[config.mk]
export PLATFORM = sky130hd
export DESIGN_NAME = sr_cmd_gen
export DESIGN_NICKNAME = d
export VERILOG_FILES = /design/src/rtl/sr_cmd_gen.sv
export SDC_FILE = /design/constraint.sdc
export NUM_CORES = 1
export LEC_CHECK = 0
export BUFFER_PORTS_ARGS = -buffer_cell sky130_fd_sc_hd__buf_2
export CAP_MARGIN = 0
export CORE_MARGIN = 2
export CORE_UTILIZATION = 35
export DETAILED_ROUTE_END_ITERATION = 10
export GPL_ROUTABILITY_DRIVEN = 0
export PLACE_DENSITY = 0.64
export SETUP_SLACK_MARGIN = 0.1
export SYNTH_ARGS = -nofsm -noshare
export SYNTH_HDL_FRONTEND = slang
export SYNTH_SLANG_ARGS = --single-unit
[constraint.sdc]
create_clock -name clk -period 1.4 [get_ports clk]
set_input_delay 0.14 -clock clk [delete_from_list [all_inputs] [get_ports clk]]
set_output_delay 0.14 -clock clk [all_outputs]
set_load 0.03 [all_outputs]
[src/rtl/sr_cmd_gen.sv]
`default_nettype none
// ============================================================================
//  Module   : sr_cmd_gen
//  Purpose  : Command front end for a set/reset flip-flop. It synchronizes
//             and debounces two raw request lines and turns each debounced
//             rising edge into a one-cycle s or r pulse. Simultaneous
//             requests are serialized so s and r are never high together.
//  Ports    : clk      - clock, rising edge
//             rst      - asynchronous reset, active low
//             set_in   - raw set request (asynchronous)
//             clr_in   - raw clear request (asynchronous)
//             s, r     - registered one-cycle set / reset pulses
//             set_lvl  - debounced level of set_in
//             clr_lvl  - debounced level of clr_in
//             pend     - a losing request is waiting to be issued
//  Revision : 1.0  initial release
// ============================================================================
module sr_cmd_gen #(
    parameter int DB_CYCLES = 4,
    parameter int CNT_W     = 3,
    parameter bit SET_PRIO  = 1'b1
) (
    input  logic clk,
    input  logic rst,
    input  logic set_in,
    input  logic clr_in,
    output logic s,
    output logic r,
    output logic set_lvl,
    output logic clr_lvl,
    output logic pend
);

    typedef enum logic [1:0] {
        ST_IDLE   = 2'd0,
        ST_PEND_S = 2'd1,
        ST_PEND_R = 2'd2
    } state_t;

    localparam logic [CNT_W-1:0] C_CNT_LAST = CNT_W'(DB_CYCLES - 1);

    // Channel 0 carries the set request, channel 1 the clear request.
    logic [1:0]       w_raw;
    logic [1:0]       sync1_q, sync1_d;
    logic [1:0]       sync2_q, sync2_d;
    logic [1:0]       lvl_q, lvl_d;
    logic [1:0]       lvl_dly_q, lvl_dly_d;
    logic [CNT_W-1:0] cnt_q [2];
    logic [CNT_W-1:0] cnt_d [2];
    logic [1:0]       w_req;

    state_t state_q, state_d;
    logic   s_q, s_d;
    logic   r_q, r_d;

    assign w_raw = {clr_in, set_in};

    // ------------------------------------------------------------------
    // Synchronizer, debouncer and rising-edge detect for both channels
    // ------------------------------------------------------------------
    always_comb begin
        sync1_d   = w_raw;
        sync2_d   = sync1_q;
        lvl_dly_d = lvl_q;
        lvl_d     = lvl_q;
        for (int i = 0; i < 2; i++) begin
            cnt_d[i] = cnt_q[i];
            // Any agreeing sample restarts the persistence count, so only
            // DB_CYCLES consecutive disagreeing samples move the level.
            if (sync2_q[i] == lvl_q[i]) begin
                cnt_d[i] = '0;
            end else if (cnt_q[i] == C_CNT_LAST) begin
                lvl_d[i] = sync2_q[i];
                cnt_d[i] = '0;
            end else begin
                cnt_d[i] = cnt_q[i] + 1'b1;
            end
        end
        w_req = lvl_q & ~lvl_dly_q;
    end

    // ------------------------------------------------------------------
    // Arbiter: the loser of a simultaneous request is issued next cycle.
    // Requests arriving while a deferred pulse is pending are dropped.
    // ------------------------------------------------------------------
    always_comb begin
        state_d = state_q;
        s_d     = 1'b0;
        r_d     = 1'b0;
        case (state_q)
            ST_IDLE: begin
                if (w_req[0] && w_req[1]) begin
                    if (SET_PRIO) begin
                        s_d     = 1'b1;
                        state_d = ST_PEND_R;
                    end else begin
                        r_d     = 1'b1;
                        state_d = ST_PEND_S;
                    end
                end else if (w_req[0]) begin
                    s_d = 1'b1;
                end else if (w_req[1]) begin
                    r_d = 1'b1;
                end
            end
            ST_PEND_S: begin
                s_d     = 1'b1;
                state_d = ST_IDLE;
            end
            ST_PEND_R: begin
                r_d     = 1'b1;
                state_d = ST_IDLE;
            end
            default: begin
                state_d = ST_IDLE;
            end
        endcase
    end

    always_ff @(posedge clk or negedge rst) begin
        if (!rst) begin
            sync1_q   <= '0;
            sync2_q   <= '0;
            lvl_q     <= '0;
            lvl_dly_q <= '0;
            cnt_q[0]  <= '0;
            cnt_q[1]  <= '0;
            state_q   <= ST_IDLE;
            s_q       <= 1'b0;
            r_q       <= 1'b0;
        end else begin
            sync1_q   <= sync1_d;
            sync2_q   <= sync2_d;
            lvl_q     <= lvl_d;
            lvl_dly_q <= lvl_dly_d;
            cnt_q[0]  <= cnt_d[0];
            cnt_q[1]  <= cnt_d[1];
            state_q   <= state_d;
            s_q       <= s_d;
            r_q       <= r_d;
        end
    end

    assign s       = s_q;
    assign r       = r_q;
    assign set_lvl = lvl_q[0];
    assign clr_lvl = lvl_q[1];
    assign pend    = (state_q != ST_IDLE);

endmodule
`default_nettype wire

==> results of run 1 <==
-- cell type report --
class,count,area share
sequential,17,0.603
multi-input combinational,18,0.227
timing repair buffer,11,0.0993
clock buffer,4,0.0372
tap,16,0.0284
inverter,1,0.00532
-- cells in the final DEF, fill, tap and decap left out, drive strengths merged --
cell	instances
nor3	2
nor2b	2
nor3b	4
inv	1
buf	8
dlygate4sd3	3
clkbuf	4
mux2	2
a31o	1
nor2	1
nand2b	1
nor4b	1
xnor2	2
ha	2
dfrtp	17
-- layer usage --
| metal | track usage | routed length, µm | share of wire |
|---|---|---|---|
| met5 | 0 | 0 | 0 |
| met4 | 0.0176 | 0 | 0 |
| met3 | 0.0720 | 61 | 0.078 |
| met2 | 0.166 | 351 | 0.45 |
| met1 | 0.133 | 366 | 0.47 |
-- cell families after synthesis --
kind of cell	synth area share
AOI/OAI and AO/OA	0.0149
xor gates and xnor gates	0.0297
adders and majority gates	0.0425
buffers and inverters	0.00636
DFF	0.722
muxes	0.0382
and+or+nand+nor	0.146
-- sequential cells by signal, summed over array words and instances, names as in the netlist --
signal     flops
r              1
lvl_dly_d      2
s              1
lvl_dly_q      2
sync2_q        2
sync1_q        2
state_q        1
cnt_q          6
-- power breakdown --
part / switching [µW] / internal [µW]
logic: 253 / 193
clock network: 135 / 111
registers: 89.5 / 632
total: 477 / 935
-- Yosys cell counts --
master	number	area, µm²
nor4b_1	1	8.76
nor2_1	1	3.75
nand2b_1	1	6.26
ha_1	2	25.0
nor3b_1	3	22.5
a31o_2	1	8.76
xnor2_1	2	17.5
inv_1	1	3.75
mux2_2	2	22.5
nor2b_4	1	13.8
nor3b_2	1	12.5
dfrtp_1	17	425
nor2b_2	1	8.76
nor3_1	2	10.0
-- worst reg2reg max path, stage by stage (launching register included) --
cell and delay (ns):
dfrtp_1 0.37, ha_1 0.19, nor2b_4 0.18, mux2_2 0.34
-- per-stage QoR --
stage	total power, µW	util	setup WS [ns]
CTS	1440	0.458	0.223
global placement	1160	0.421	0.252
finish	1410	0.458	0.225
floorplan	1050	-	0.306
detailed placement	1180	0.421	0.235
global route	1530	0.458	0.143
-- final timing paths --
kind / start / endpoint / slack (ns) / cells past startpoint
min reg2reg: sync1_q[1] / sync2_q[1] / 0.35 / 0
min in group clk: sync1_q[1] / sync2_q[1] / 0.35 / 0
max reg2reg: cnt_q[3] / lvl_dly_d[0] / 0.23 / 3
max: cnt_q[3] / lvl_dly_d[0] / 0.23 / 3
min: rst / lvl_dly_q[1] / 0.30 / 2
max in group asynchronous: rst / sync1_q[0] / 0.84 / 2
==> results.md, run 1 <==
- The number of fill cells is between 100 and 150.
- The path type of the worst min-delay path is in2async.
- The number of instances in the synthesized netlist is 36.
- At the pin with the least slew margin, the transition time is roughly 0.37 ns.
- STA classifies the critical path startpoint as a register.
- By startpoint and endpoint, the worst setup path is classified as reg2reg.
- 0 antenna diodes ended up in the layout.
- The width of the chip is 45.0 µm.
- The post-CTS repair timing setup buffer count is 0.
- The flow ran to the end, and the final reports show no timing, DRC or antenna violations.
- The data required time at the worst endpoint is ~1.6 ns.
- The synthesis-stage register bit count is 17.
- The number of failing hold endpoints at the final stage was 0.
- In the final routed layout, each cell accounts on average for around 12 µm.
- The area growth from synthesis to layout is 19.7%.
- The endpoint kind of the worst setup timing path is a register.
- The net count of the mapped netlist is 42.
- The final-report max-slew violation count is 0.
- The data arrival time of the critical path is 1.35 ns.
- The number of placement rows is 14.
- Post-CTS repair changed the size of 0 cells.
- The final cell count without fillers is 67.
- After legalization and detailed placement, the total HPWL measured around 570 µm.
- The number of nets with antenna violations after routing is 0.
- For this run, the total global-route usage over all layers was measured as 0.109.
- The core region is around 0.0015 mm².
- The library cell used as clock root buffer is clkbuf_4.
- For this run, the slowest stage of the critical path takes roughly 0.37 ns.
- Summing over every cut layer, the via total after detailed routing is about 310.
- On the final layout, the worst clock skew is ~0.0022 ns.
- The part of the cycle the worst path needs is 0.839.
- A synthesized cell averages about 16 µm².
- The count of buffers from port buffering is 8.
- The clock reaches the later pin of the worst-skew pair after 0.28 ns.
- The highest net fanout along the worst path is 3.
- For this block, the initial DRC count from the detailed router was 1.
- Setup repair after global routing left no endpoint under its margin.
- Wires add up to 779 µm.
- No sink is reached through more buffers than the 2 on the longest clock path.
- The number of synthesis warnings is 0.
- The detail-routed via count per cell is about 4.7.
- Max-cap violations in this run came to 0.
- The area of combinational cells with multiple inputs is 160 µm².
- The final global-route overflow total is 0.
- In this run the cell area measured after placement is about 650 µm².
- In this run, CTS created clock tree buffers numbering 3.
- The CTS tree is done.
- Walking the worst path, the cells encountered are ha_1 > nor2b_4 > mux2_2.
- The final instance area is approximately 710 µm².
- The worst-path cell with the longest stage delay is dfrtp_1.
- The power density over cell area is around 2000 mW/mm².
- The first global-routing pass estimated between 1000 and 1500 µm of wire.
- The number of placed instances with taps included is 60.
- On the final layout, the worst hold slack is between 0.2 and 0.3 ns.
- The unique cell type count in the Yosys netlist is 14.
- The time the worst path needs with I/O delays and setup is between 1 and 1.5 ns.
- Among cell families on the critical path, the largest total delay comes from flip-flops.
- In the routed design, unresolved DRC markers number 0.
- Entering global routing, the biggest net connects 18 pins.
- The initial antenna violation count is 0.
- In this run the tightest slew margin relative to its limit is 0.753.
- Summing all flip-flop and latch instances after layout gives between 400 and 500 µm².
- Pin placement for this block handled 9 I/O pins.
- The count of hold buffers inserted by post-cts repair is 3.
- The critical path contains buffers and inverters numbering 0 combined.
- The maximum operating frequency is between 0.8 and 0.9 GHz.
- The cell area after technology mapping is 589 µm².
- The effective utilization at floorplan is 0.382.
- The first TritonRoute pass finished after 4 iterations.
- VDD sags by at most around 1100 µV.
- The clock sink count is 17.
- The sum of negative setup slack is 0 ns.
- The sequential cell area fraction in the yosys report is 0.722.
- Setup violations remaining at the end of the flow were counted as 0.
- Of the cells placed in the final design, the portion with a size suffix greater than 1 is 0.333.
- After clock tree synthesis, the clock-pin slew on the worst setup and hold paths is 0.09 ns.
- The number of global-route vias before repair is between 300 and 400.
- CTS built an H-tree with a depth of 1.
- The die height is roughly 45 µm.
- The leakage power is 0.000340 µW.
- The number of nets in the final layout is a little under 60.
- The full die area is roughly 0.002 mm².
Note: power is estimated with default switching activity, not from simulation.
==> run 2, diff against run 1 <==
==> constraint.sdc (replaced) <==
create_clock -name clk -period 1.2 [get_ports clk]
set_input_delay 0.12 -clock clk [delete_from_list [all_inputs] [get_ports clk]]
set_output_delay 0.12 -clock clk [all_outputs]
set_load 0.03 [all_outputs]
==> results.md, run 2 (synthesis results as in run 1) <==
- The largest individual stage delay along the critical path comes from the cell dfrtp_1.
- The data arrival time of the critical path is 1.29 ns (-0.06 ns).
- The wire length of the first global-routing pass is 1520 µm (+2.8%).
- The final global-route overflow total is 0 (unchanged).
- The cell count of the worst reg-to-reg path is 3 (unchanged).
- The full die area is 0.00203 mm² (unchanged).
- The detailed-route wire length is 831 µm (+6.7%).
- The total inserted antenna cells was 0 (unchanged).
- The combined buffer and inverter count along the critical path is 0 (unchanged).
- The combined global-route utilization of all metal layers came to 0.109 (about the same).
- The worst setup timing slack at the placement stage is 0.0317 ns (-0.203 ns).
- The proportion of power drawn by flip-flops and latches is 0.487 (-0.023).
- The later-pin clock latency in the skew report came to 0.28 ns (about the same).
- The width of the chip came to 45.0 µm (unchanged).
- The leakage power was 0.000361 µW (+6.0%).
- The clock sink count was 17 (unchanged).
- Routed signal wires occupy layers up through met3.
- The I/O pin count came to 9 (unchanged).
- The count of endpoints failing setup in the final report is 0 (unchanged).
- The half-perimeter wire length after detailed placement is 571 µm (+0.74%).
- The worst vdd rail ir drop is 1460 µV (+33%).
- The total core area was 0.00154 mm² (unchanged).
- The clock transition at the registers of the reported paths is 0.09 ns (about the same).
- The part of the cycle the worst path needs is 0.930 (+0.0911).
- The initial antenna violation count is 0 (unchanged).
- Compared with the post-synthesis result, the final layout area differs by 28.0%.
- The relative max-transition margin is 0.757 (+0.00380).
- The final-report max-slew violation count was 0 (unchanged).
- The worst path setup slack after routing came to 0.0837 ns (-0.141 ns).
- STA classifies the critical path endpoint as a register.
- The sequential standard cell area was 427 µm² (+0.29%).
- The routed wire length on met3 came to 69 µm (+13%).
- The library cell used as clock root buffer is clkbuf_4.
- The number of global-route vias before repair is 357 (+5.3%).
- The buffer depth of the longest clock path is 2 (unchanged).
- The largest incremental delay on the critical path is 0.36 ns (about the same).
- The length of the first detailed-routing pass in iterations is 3 (-1).
- The number of nets in the final layout is 61 (+5.2%).
- The part of the power in the clock network is 0.167 (-0.007).
- The number of max-capacitance violations reported came to 0 (unchanged).
- The largest net degree at the start of global routing is 18 (unchanged).
- In the layout the commonest cells are dfrtp_1, buf_2, buf_4.
- The maximum operating frequency is 0.896 GHz (+5.2%).
- The met2 wire length came to 379 µm (+8.0%).
- The total internal power is 1160 µW (+24%).
- The detail-routed via count per cell is 4.76 (+2.2%).
- The number of nets with antenna violations after routing is 0 (unchanged).
- In this design, the largest share of critical-path delay is due to flip-flops.
- The die height is 45.0 µm (unchanged).
- The CTS tree is done.
- The number of levels the H-tree was split into came to 1 (unchanged).
- The routed length on met1 is 381 µm (+4.1%).
- The measured slew at the worst slew-check pin was 0.365 ns (-0.00570 ns).
- The area of combinational cells with multiple inputs came to 183 µm² (+14%).
- The path type of the worst min-delay path is in2async.
- The DRC marker count from the first detailed-route iteration is 1 (unchanged).
- The total number of cells along the worst setup path is 3 (unchanged).
- The net switching power figure is 577 µW (+21%).
- The number of buffers created by CTS is 3 (unchanged).
- The data required time at the worst endpoint is 1.37 ns (-0.20 ns).
- The post-detailed-route DRC marker count is 0 (unchanged).
- The count of buffers from port buffering is 8 (unchanged).
- The flow ran to the end, and the final reports show no timing, DRC or antenna violations.
- The power density over cell area came to 2300 mW/mm² (+15%).
- The switching share of power is 0.332 (-0.00578).
- The average wire per standard cell was 11.9 µm (+2.1%).
- The critical path class is reg2reg.
- The flip-flop count of the largest register, all copies and words added is 6 (unchanged).
- The number of fill cells came to 138 (-5.5%).
- The effective utilization at floorplan came to 0.382 (unchanged).
- Setup repair after global routing could not meet its margin everywhere.
- The library cell used most frequently in the layout, excluding fill and tap cells, is dfrtp_1.
- The sum of negative setup slack is 0 ns (unchanged).
- The register containing the most flip-flops in the final layout is cnt_q.
- The fraction of final layout cells with drive strength greater than 1 came to 0.444 (+0.111).
- The share of total power in combinational logic is 0.346 (+0.030).
- The clock skew after layout came to 0.00117 ns (-0.000998 ns).
- The startpoint kind of the worst setup timing path is a register.
- The time the worst path needs with I/O delays and setup is 1.12 ns (-0.0586 ns).
- The routed via count is 333 (+6.7%).
- The critical path goes through ha_2 > nor2b_4 > mux2_4.
- The number of placement rows came to 14 (unchanged).
- The number of failing hold endpoints at the final stage came to 0 (unchanged).
- The highest net fanout along the worst path is 2 (-1).
## run 2: power groups by stage
stage	registers [µW]	clock network (µW)	logic (µW)
3_3_place_gp	848	0	507
4_1_cts	851	303	589
6_report	847	290	601
2_1_floorplan	978	0	245
5_1_grt	876	325	664
3_5_place_dp	855	0	522
## run 2: per-stage QoR
stage	total power (µW)	cells	utilization	cell area [µm²]	hold WS [ns]
floorplan	1220	36	-	589	-0.176
global placement	1350	60	0.421	649	0.0545
detailed placement	1380	60	0.421	649	0.0554
CTS	1740	70	0.485	747	0.270
global route	1870	70	0.489	754	0.308
finish	1740	70	0.489	754	0.272
## run 2: what timing repair did
item,CTS,global route
hold endpoints to repair,19,0
resized for setup,6,3
hold buffers,3,0
pin swaps,2,0
buffers inserted,3,0
setup endpoints to repair,3,6
## run 2: worst register-to-register path, cell delays in order, from the launching register on
cell and delay [ns]:
dfrtp_1 0.36, ha_2 0.19, nor2b_4 0.16, mux2_4 0.30
## run 2: final cells by class
cell class | count | share of cell area
multi-input cells | 18 | 0.242
flip-flops and latches | 17 | 0.566
clock buffers | 4 | 0.0348
repair buffers | 14 | 0.126
well taps | 16 | 0.0265
inverters | 1 | 0.00498
## run 2: final timing paths
path	slack, ns	from	to
setup reg to reg	0.08	cnt_q[3]	lvl_dly_d[0]
hold reg to reg	0.35	sync1_q[1]	sync2_q[1]
setup / recovery	0.08	cnt_q[3]	lvl_dly_d[0]
max in group asynchronous	0.64	rst	lvl_dly_d[1]
hold / removal	0.27	rst	lvl_dly_d[0]
min in group clk	0.35	sync1_q[1]	sync2_q[1]
## run 2: layer usage
metal,track usage,vias to the layer above
met2,0.180,13
met5,0,-
met4,0.0176,0
met3,0.0600,0
met1,0.128,161
li1,-,159
==> run 3, diff against run 2 <==
--- a/config.mk
+++ b/config.mk
@@ -6,12 +6,12 @@
 export NUM_CORES = 1
 export LEC_CHECK = 0
 export BUFFER_PORTS_ARGS = -buffer_cell sky130_fd_sc_hd__buf_2
-export CAP_MARGIN = 0
+export CAP_MARGIN = 20
 export CORE_MARGIN = 2
 export CORE_UTILIZATION = 35
 export DETAILED_ROUTE_END_ITERATION = 10
 export GPL_ROUTABILITY_DRIVEN = 0
-export PLACE_DENSITY = 0.64
+export PLACE_DENSITY = 0.65
 export SETUP_SLACK_MARGIN = 0.1
 export SYNTH_ARGS = -nofsm -noshare
 export SYNTH_HDL_FRONTEND = slang
==> constraint.sdc (replaced) <==
create_clock -name clk -period 1 [get_ports clk]
set_input_delay 0.1 -clock clk [delete_from_list [all_inputs] [get_ports clk]]
set_output_delay 0.1 -clock clk [all_outputs]
set_load 0.03 [all_outputs]
==> results.md, run 3 (synthesis results as in run 1) <==
- The run finished, with violations left.
- The final reports fail on negative setup slack.
- The met1 usage came to 0.135 (+0.00691).
- The data arrival time of the critical path is 1.27 ns (-0.02 ns).
- The length of the first detailed-routing pass in iterations is 2 (-1).
- The clock sink count is 17 (unchanged).
- The data required time at the worst endpoint was 1.17 ns (-0.20 ns).
- The peak-usage layer in the global routing report is met2.
- The largest net degree at the start of global routing is 18 (unchanged).
- The met2 usage is 0.171 (-0.00857).
- The fraction of final layout cells with drive strength greater than 1 was 0.579 (+0.135).
- The final core utilization is 0.567 (+0.0771).
- The part of the cycle the worst path needs is 1.11 (+0.175).
- The highest net fanout along the worst path came to 2 (unchanged).
- The number of fill cells was 125 (-9.4%).
- The number of levels the H-tree was split into is 1 (unchanged).
- The initial antenna violation count is 0 (unchanged).
- The startpoint kind of the worst setup timing path is a register.
- The worst setup timing slack at the placement stage was -0.102 ns (-0.134 ns).
- The sequential standard cell area is 427 µm² (unchanged).
- The measured slew at the worst slew-check pin is 0.364 ns (-0.00101 ns).
- The total inserted antenna cells came to 0 (unchanged).
- The die height is 45.0 µm (unchanged).
- The number of failing hold endpoints at the final stage is 0 (unchanged).
- The worst setup path is captured at a register.
- The relative max-transition margin is 0.758 (about the same).
- The total core area is 0.00154 mm² (unchanged).
- The combined global-route utilization of all metal layers is 0.109 (-0.000277).
- Setup repair after global routing could not meet its margin everywhere.
- The worst vdd rail ir drop is 1580 µV (+8.2%).
- The number of nets with antenna violations after routing was 0 (unchanged).
- The later-pin clock latency in the skew report was 0.28 ns (about the same).
- The wire length of the first global-routing pass is 1480 µm (-2.3%).
- The routed via count was 339 (+1.8%).
- The critical path is of the reg2reg type.
- The leakage power is 0.000405 µW (+12%).
- The I/O pin count came to 9 (unchanged).
- In the layout the commonest cells are dfrtp_1, buf_6, buf_4.
- The maximum operating frequency is 0.905 GHz (+1.0%).
- The buffer depth of the longest clock path is 2 (unchanged).
- The final instance area is 873 µm² (+16%).
- The register containing the most flip-flops in the final layout is cnt_q.
- The worst hold margin is 0.258 ns (-0.0132 ns).
- The global-route track usage on met3 came to 0.0720 (+0.0120).
- The flop-to-flop setup slack is -0.11 ns (-0.19 ns).
- The detail-routed via count per cell came to 4.64 (-2.4%).
- The power density over cell area is 2830 mW/mm² (+23%).
- The placed standard-cell area is 683 µm² (+5.2%).
- The time the worst path needs with I/O delays and setup is 1.11 ns (-0.0112 ns).
- TritonCTS built the clock tree.
- The width of the chip came to 45.0 µm (unchanged).
- The count of endpoints failing setup in the final report came to 6 (+6).
- The final-report max-slew violation count came to 0 (unchanged).
- The most common library cell in the layout ignoring fill and taps is dfrtp_1.
- The largest incremental delay on the critical path is 0.36 ns (about the same).
- The count of buffers from port buffering was 8 (unchanged).
- The post-detailed-route DRC marker count is 0 (unchanged).
- The worst path setup slack after routing came to -0.105 ns (-0.189 ns).
- The library cell used as clock root buffer is clkbuf_4.
- The average wire per standard cell is 12.1 µm (+2.2%).
- On the critical path, the stage with the largest delay is an instance of dfrtp_1.
- The number of global-route vias before repair is 346 (-3.1%).
- Relative to the synthesized area, the layout overhead comes to 48.2%.
- The number of buffers created by CTS came to 3 (unchanged).
- The flip-flop count of the largest register, all copies and words added is 6 (unchanged).
- The effective utilization at floorplan is 0.382 (unchanged).
- The number of max-capacitance violations reported came to 0 (unchanged).
- The detailed-route wire length is 886 µm (+6.6%).
- The number of placement rows is 14 (unchanged).
- The full die area was 0.00203 mm² (unchanged).
- The DRC marker count from the first detailed-route iteration is 1 (unchanged).
- The final global-route overflow total is 0 (unchanged).
- The clock transition at the registers of the reported paths was 0.09 ns (about the same).
- The tightest min-delay check is of the in2async type.
- The clock skew after layout was 0.00212 ns (+0.000944 ns).
- Walking the worst path, the cells encountered are ha_2 > nor2b_4 > mux2_4.
- The area of combinational cells with multiple inputs is 243 µm² (+33%).
- The number of nets in the final layout is 64 (+4.9%).
[run 3: cell type report]
cell class / instances / share of cell area
inverters: 1 / 0.00430
multi-input cells: 18 / 0.278
clock buffers: 4 / 0.0301
well taps: 16 / 0.0229
flip-flops and latches: 17 / 0.489
repair buffers: 17 / 0.176
[run 3: per-stage QoR]
stage | TNS [ns] | power (µW) | instances
finish | -0.305 | 2470 | 73
global route | -0.757 | 2630 | 73
CTS | -0.370 | 2370 | 71
detailed placement | -0.265 | 1720 | 61
global placement | -0.183 | 1700 | 61
floorplan | -0.218 | 1530 | 36
[run 3: worst max-delay path, delay by kind of cell (launching register included)]
kind	cells	cell delay (ns)
flops	1	0.36
mux	1	0.30
fa+ha+maj	1	0.18
simple gates	1	0.16
[run 3: per-layer routing]
metal	wire [µm]	up-vias
li1	-	167
met5	0	-
met2	457	10
met4	0	0
met3	49	0
met1	379	162
[run 3: power breakdown]
group	leakage (µW)	internal, µW	switching (µW)	total (µW)
sequential	0.000213	889	169	1060
combinational	0.000177	609	464	1070
clock	0.0000150	155	188	343
[run 3: final timing paths]
kind	from	end	cells past startpoint
setup / recovery	cnt_q[0]	lvl_dly_d[1]	3
max in group asynchronous	rst	lvl_dly_d[1]	2
min in group clk	sync1_q[0]	sync2_q[0]	0
hold / removal	rst	cnt_q[2]	2
hold reg to reg	sync1_q[0]	sync2_q[0]	0
setup reg to reg	cnt_q[0]	lvl_dly_d[1]	3
[run 3: repair_timing]
item,4_1_cts,5_1_grt
hold buffers,3,0
pin swaps,2,4
gates resized for setup,17,4
setup endpoints to repair,13,15
hold endpoints to repair,19,0
gates cloned,0,0
setup buffers,3,2
